<file path="config.mk">
export PLATFORM = sky130hd
export DESIGN_NAME = jk_exciter
export DESIGN_NICKNAME = d
export VERILOG_FILES = /design/src/rtl/jk_exciter.sv
export SDC_FILE = /design/constraint.sdc
export NUM_CORES = 1
export LEC_CHECK = 0
export BUFFER_PORTS_ARGS = -buffer_cell sky130_fd_sc_hd__buf_2
export CAP_MARGIN = 40
export CORE_UTILIZATION = 45
export DETAILED_ROUTE_END_ITERATION = 12
export PLACE_DENSITY = 0.73
export SLEW_MARGIN = 40
export SYNTH_ARGS = -nofsm -noshare
export SYNTH_HDL_FRONTEND = slang
export SYNTH_SLANG_ARGS = --single-unit
</file>
<file path="constraint.sdc">
create_clock -name clk -period 1.6 [get_ports clk]
set_clock_uncertainty 0.1 [all_clocks]
set_input_delay 0.16 -clock clk [delete_from_list [all_inputs] [get_ports clk]]
set_output_delay 0.16 -clock clk [all_outputs]
set_load 0.1 [all_outputs]
</file>
<file path="src/rtl/jk_exciter.sv">
// Stimulus engine for a JK flip-flop: turns a stream of target bits into J/K
// excitation pairs, then checks the flip-flop's fed-back Qn against each target.
module jk_exciter #(
  parameter int CNT_W   = 8,
  parameter bit DC_MODE = 1'b0
) (
  input  logic             clk,
  input  logic             reset,
  input  logic             tgt_valid,
  input  logic             tgt_bit,
  output logic             tgt_ready,
  output logic             jk_j,
  output logic             jk_k,
  input  logic             q_fb,
  output logic             busy,
  output logic             match,
  output logic             mismatch,
  output logic [CNT_W-1:0] xfer_cnt,
  output logic [CNT_W-1:0] err_cnt
);

  typedef enum logic [1:0] {IDLE, DRIVE, CHECK} state_t;

  localparam logic [CNT_W-1:0] CNT_ONE = CNT_W'(1);
  localparam logic [CNT_W-1:0] CNT_MAX = {CNT_W{1'b1}};
  localparam logic             DC      = DC_MODE;

  state_t           state, state_next;
  logic             target, target_next;
  logic             q_model, q_model_next;
  logic             j_next, k_next;
  logic             match_next, mismatch_next;
  logic [CNT_W-1:0] xfer_next, err_next;

  always_ff @(posedge clk) begin
    if (reset) begin
      state    <= IDLE;
      target   <= 1'b0;
      q_model  <= 1'b0;
      jk_j     <= 1'b0;
      jk_k     <= 1'b0;
      match    <= 1'b0;
      mismatch <= 1'b0;
      xfer_cnt <= '0;
      err_cnt  <= '0;
    end else begin
      state    <= state_next;
      target   <= target_next;
      q_model  <= q_model_next;
      jk_j     <= j_next;
      jk_k     <= k_next;
      match    <= match_next;
      mismatch <= mismatch_next;
      xfer_cnt <= xfer_next;
      err_cnt  <= err_next;
    end
  end

  // J/K default to 0,0 so the flip-flop holds in every cycle except DRIVE.
  always_comb begin
    state_next    = state;
    target_next   = target;
    q_model_next  = q_model;
    j_next        = 1'b0;
    k_next        = 1'b0;
    match_next    = 1'b0;
    mismatch_next = 1'b0;
    xfer_next     = xfer_cnt;
    err_next      = err_cnt;
    case (state)
      IDLE: begin
        if (tgt_valid) begin
          target_next = tgt_bit;
          state_next  = DRIVE;
          if (!q_model) begin
            j_next = tgt_bit;
            k_next = DC;
          end else begin
            j_next = DC;
            k_next = !tgt_bit;
          end
        end
      end
      DRIVE: begin
        state_next = CHECK;
      end
      CHECK: begin
        state_next    = IDLE;
        q_model_next  = q_fb;
        match_next    = (q_fb == target);
        mismatch_next = (q_fb != target);
        if (xfer_cnt != CNT_MAX) xfer_next = xfer_cnt + CNT_ONE;
        if ((q_fb != target) && (err_cnt != CNT_MAX)) err_next = err_cnt + CNT_ONE;
      end
      default: begin
        state_next = IDLE;
      end
    endcase
  end

  assign tgt_ready = (state == IDLE);
  assign busy      = (state != IDLE);

endmodule

</file>
## After elaboration in Yosys (flattened, before gate mapping)

Cells that the tools add are included.

| storage, ports and cells | value |
|---|---|
| logic and storage cells | 34 |
| flip-flop bits (word level) | 24 |

| operators by class | value |
|---|---|
| equality and inequality tests | 7 |
| bitwise gates (word level) | 4 |
| add/subtract/negate cells | 2 |
| reductions and logical operators | 10 |
| multiplexer cells | 2 |

Operators by type and width:

| operator | number |
|---|---|
| $add A8 B1 Y8 const B | 2 |
| $ne A8 B8 Y1 const B | 2 |
| $reduce_or A4 Y1 | 2 |
| $reduce_and A2 Y1 | 3 |
| $not A1 Y1 | 4 |
| $pmux W2 S2 | 1 |
| $eq A2 B1 Y1 const B | 1 |
| $eq A2 B2 Y1 const B | 1 |
| $logic_not A2 Y1 | 1 |
| $mux W2 | 1 |
| $ne A2 B2 Y1 const B | 1 |
| $reduce_bool A2 Y1 | 1 |
| $reduce_or A2 Y1 | 1 |
| $eq A1 B1 Y1 | 1 |
| $logic_and A1 B1 Y1 | 1 |
| $logic_not A1 Y1 | 1 |
| $ne A1 B1 Y1 | 1 |

## Longest topological paths before layout

| depth | value |
|---|---|
| depth in word-level cells | 3 |
| gate-level depth with buffers | 6 |
| mapped depth without buffers | 5 |

## Worst setup path after synthesis

OpenSTA, ideal clock, no wires.

| timing path | value |
|---|---|
| path type | register to output |
| from | reg state[0] |
| to | out busy |
| stages on the path, launching flop included | 3 |
| data arrival time | 2.604 ns |
| buffers on the path | 0 |
| setup slack | -1.264 ns |
| cells stage by stage | dfxtp_1 nor2_1 inv_1 |

| on the way | value |
|---|---|
| word-level cells in the longest chain between the ends | 1 |

Ends and longest elaborated chain:

| what | RTL line | RTL |
|---|---|---|
| start, declared | 28 | `state_t state, state_next;` |
| start signal, assigned | 47 | `state <= state_next;` |
| $reduce_bool A2 Y1 | 102 | `assign busy = (state != IDLE);` |
| end, declared | 15 | `output logic busy,` |

No other way between the ends.

## Worst setup path after layout

| timing path | value |
|---|---|
| from | reg state[1] |
| to | out busy |

The elaborated chain is that of the path after synthesis.

==> flow_summary.toml <==
[grt]
grt_pass1_wl_um = 3280
use_met2 = 0.293
grt_busiest_layer = "met2"
grtUsageMet1 = 0.222
grt_pass1_vias = 746
overflow = 0
grt_max_degree = 25
grtUsageTotal = 0.169
antenna_found_initial = 0
met3_usage = 0.0370

[placement]
routabilityCongestion = 0.762
dpl.hpwl_um = 1490
place_area_sq_um = 1290
io_buffers = 26
dp_slack_ns = 0.0568

[clock_network]
cts_num_sinks = 24
ctsLongestPathBuffers = 2
cts_setup_buffers = 0
h-tree-depth = 1
root_buffer = "clkbuf_4"
numCtsBuffers = 3
clk_pin_slew_worst_paths_ns = 0.13
insertion_delay_ns = 0.30
cts_tree = "built"

[timing]
rsz0062_at_grt = "yes"
fin_ws_ns = 0.0523
post-route-min-period_ns = 1.55
finalMaxSlewViolations = 0
timing.final.crit_share = 0.967
clock.fmax_mhz = 646
slew_headroom = 0.677
finalSetupViolCount = 0
worst_pin_slew_ns = 0.487
hold_viol_final = 0

[logic_synthesis]
synthArstFlopShare = 0
synth_edf_count = 0
ys_seq_area_frac = 0.469
synthSimpleGateAreaFrac = 0.269
synth_cell_types = 27
synth_compound_area_frac = 0.122
synthMuxAreaShare = 0.0489
syn_inst = 115
syn_area_per_cell_sq_um = 8.90
netlist_area_sq_um = 1020
synth-main-ff-cell = "dfxtp_1"
synth_top_family_by_area = "simple AND/OR/NAND/NOR gates"
synth_fa_ha_area_frac = 0.0244
yosysWarnings = 0
synthXorXnorAreaFrac = 0.0330
synth_nets = 122
ys_ff_latch = 24

[final_layout]
register_area_sq_um = 538
n_antenna_cell = 0
areaGrowthSynthToFinish_pct = 33.6
final_area_sq_um = 1370
drive_gt1_frac = 0.384
final_nets = 154
final_common_cell = "buf_2"
multiInputGateArea_sq_um = 564
fill_cells = 180
layout_common_cells = "buf_2, dfxtp_4, nand2_1, nor2_1, a21oi_1"

[critical_path]
crit_chain = "buf_4 > nor2_4 > inv_1 > buf_2"
crit_path_end_kind = "primary output"
required_ns = 1.34
arrival_ns = 1.29
worst-path-max-fanout = 4
critPathBufInv = 3
crit_family = "buffers and inverters"
slowest_stage = "buf_2"
slowest_delay_ns = 0.41
path_class = "reg -> out"
cp-start-kind = "register"

[die]
num_io_pins = 27
die_w_um = 49.7
dieArea_sq_um = 2470
initial_core_util = 0.501
coreArea_sq_um = 2040
row_count = 16
die-height_um = 49.7

[pwr]
power_mw = 1.09
power_leakage_nw = 0.563
powerDensity_nw_per_um2 = 800
irDropWorstVdd_mv = 0.519

[routing]
drt_iter0_markers = 12
routed_wl_um = 2030
vias = 940
drt_pre_antenna_iters = 4
avgViaCountPerCell = 5.43
ant_nets = 0
drc = 0
post_drt_wl_per_cell_um = 11.7

[outcome]
outcome = "finished clean"

[run]
max_cap_viol_count = 0

[hold_path]
min-delay-path-class = "in -> reg"
## through the flow
stage	util	TNS (ns)	std cells	hold slack (ns)
global placement	0.634	0	168	0.251
finish	0.670	0	173	0.0153
floorplan	-	-0.131	115	0.129
global route	0.670	-0.0232	173	0.0108
detailed placement	0.634	0	168	0.253
CTS	0.664	0	173	0.00657
## per-layer routing
| metal | up-vias | share of wire | wire length (um) |
|---|---|---|---|
| li1 | 482 | - | - |
| met4 | 0 | 0 | 0 |
| met2 | 18 | 0.51 | 1030 |
| met3 | 0 | 0.031 | 64 |
| met5 | - | 0 | 0 |
| met1 | 440 | 0.46 | 936 |
## logic make-up (layout without fill, tap and decap cells)
kind of cell	Yosys count	after routing
buffers and inverters	6	37
AOI/OAI and AO/OA	21	21
muxes	5	5
DFF	24	24
xor gates and xnor gates	3	3
and+or+nand+nor	54	54
adders and majority gates	2	2
## report_power, final
| part | internal, mW | total (mW) | switching (mW) | leakage, nW |
|---|---|---|---|---|
| clock | 0.191 | 0.368 | 0.177 | 0.0261 |
| sequential | 0.583 | 0.591 | 0.00839 | 0.207 |
| combinational | 0.0320 | 0.135 | 0.102 | 0.331 |
| total | 0.805 | 1.09 | 0.288 | 0.563 |
## sequential cells by signal, summed over array words and instances, names as in the netlist
signal / cells
err_cnt: 8
jk_j: 1
jk_k: 1
match: 1
mismatch: 1
q_model: 1
state: 2
target: 1
xfer_cnt: 8
## layout make-up
cell class | count | area share
multi-input cells | 85 | 0.413
flip-flops and latches | 24 | 0.393
repair buffers | 31 | 0.129
clock buffers | 4 | 0.0348
well taps | 27 | 0.0247
inverters | 2 | 0.00549
## synthesized netlist by cell type (all sizes together) (3+ instances only)
cell | count | share of area
dfxtp | 24 | 0.47
or3 | 3 | 0.018
nor2 | 12 | 0.044
mux2i | 5 | 0.049
nand3 | 8 | 0.039
or4 | 3 | 0.022
a21oi | 11 | 0.054
nand4 | 4 | 0.024
xor2 | 3 | 0.033
nand2 | 11 | 0.040
o21ai | 4 | 0.020
o31ai | 4 | 0.029
nor3 | 5 | 0.024
## final timing paths
check                                             start                 endpoint  slack (ns)  cells after the start
worst min register to register     q_model$_SDFFE_PP0P_          jk_j$_SDFF_PP0_        0.35                      1
worst max-delay path              state[1]$_SDFFE_PP0P_                     busy        0.05                      4
worst max register to register  err_cnt[0]$_SDFFE_PP0P_  err_cnt[7]$_SDFFE_PP0P_        0.06                      5
worst min-delay path                               q_fb     q_model$_SDFFE_PP0P_        0.02                      3
## worst reg2reg max path, delay by kind of cell, from the launching register on
| family | cells | cell delay [ns] |
|---|---|---|
| AND/OR/NAND/NOR | 2 | 0.54 |
| AO/OA/AOI/OAI | 2 | 0.28 |
| adder cells (fa/ha/maj) | 1 | 0.17 |
| flip-flops | 1 | 0.39 |
## repair_timing
action | in CTS | in global routing
gates resized for setup | 1 | 2
endpoints found under the setup margin | 1 | 5
hold buffers | 1 | 0
pin swaps | 0 | 0
hold endpoints to repair | 1 | 0
No activity file was read; power rests on OpenSTA's default activity.
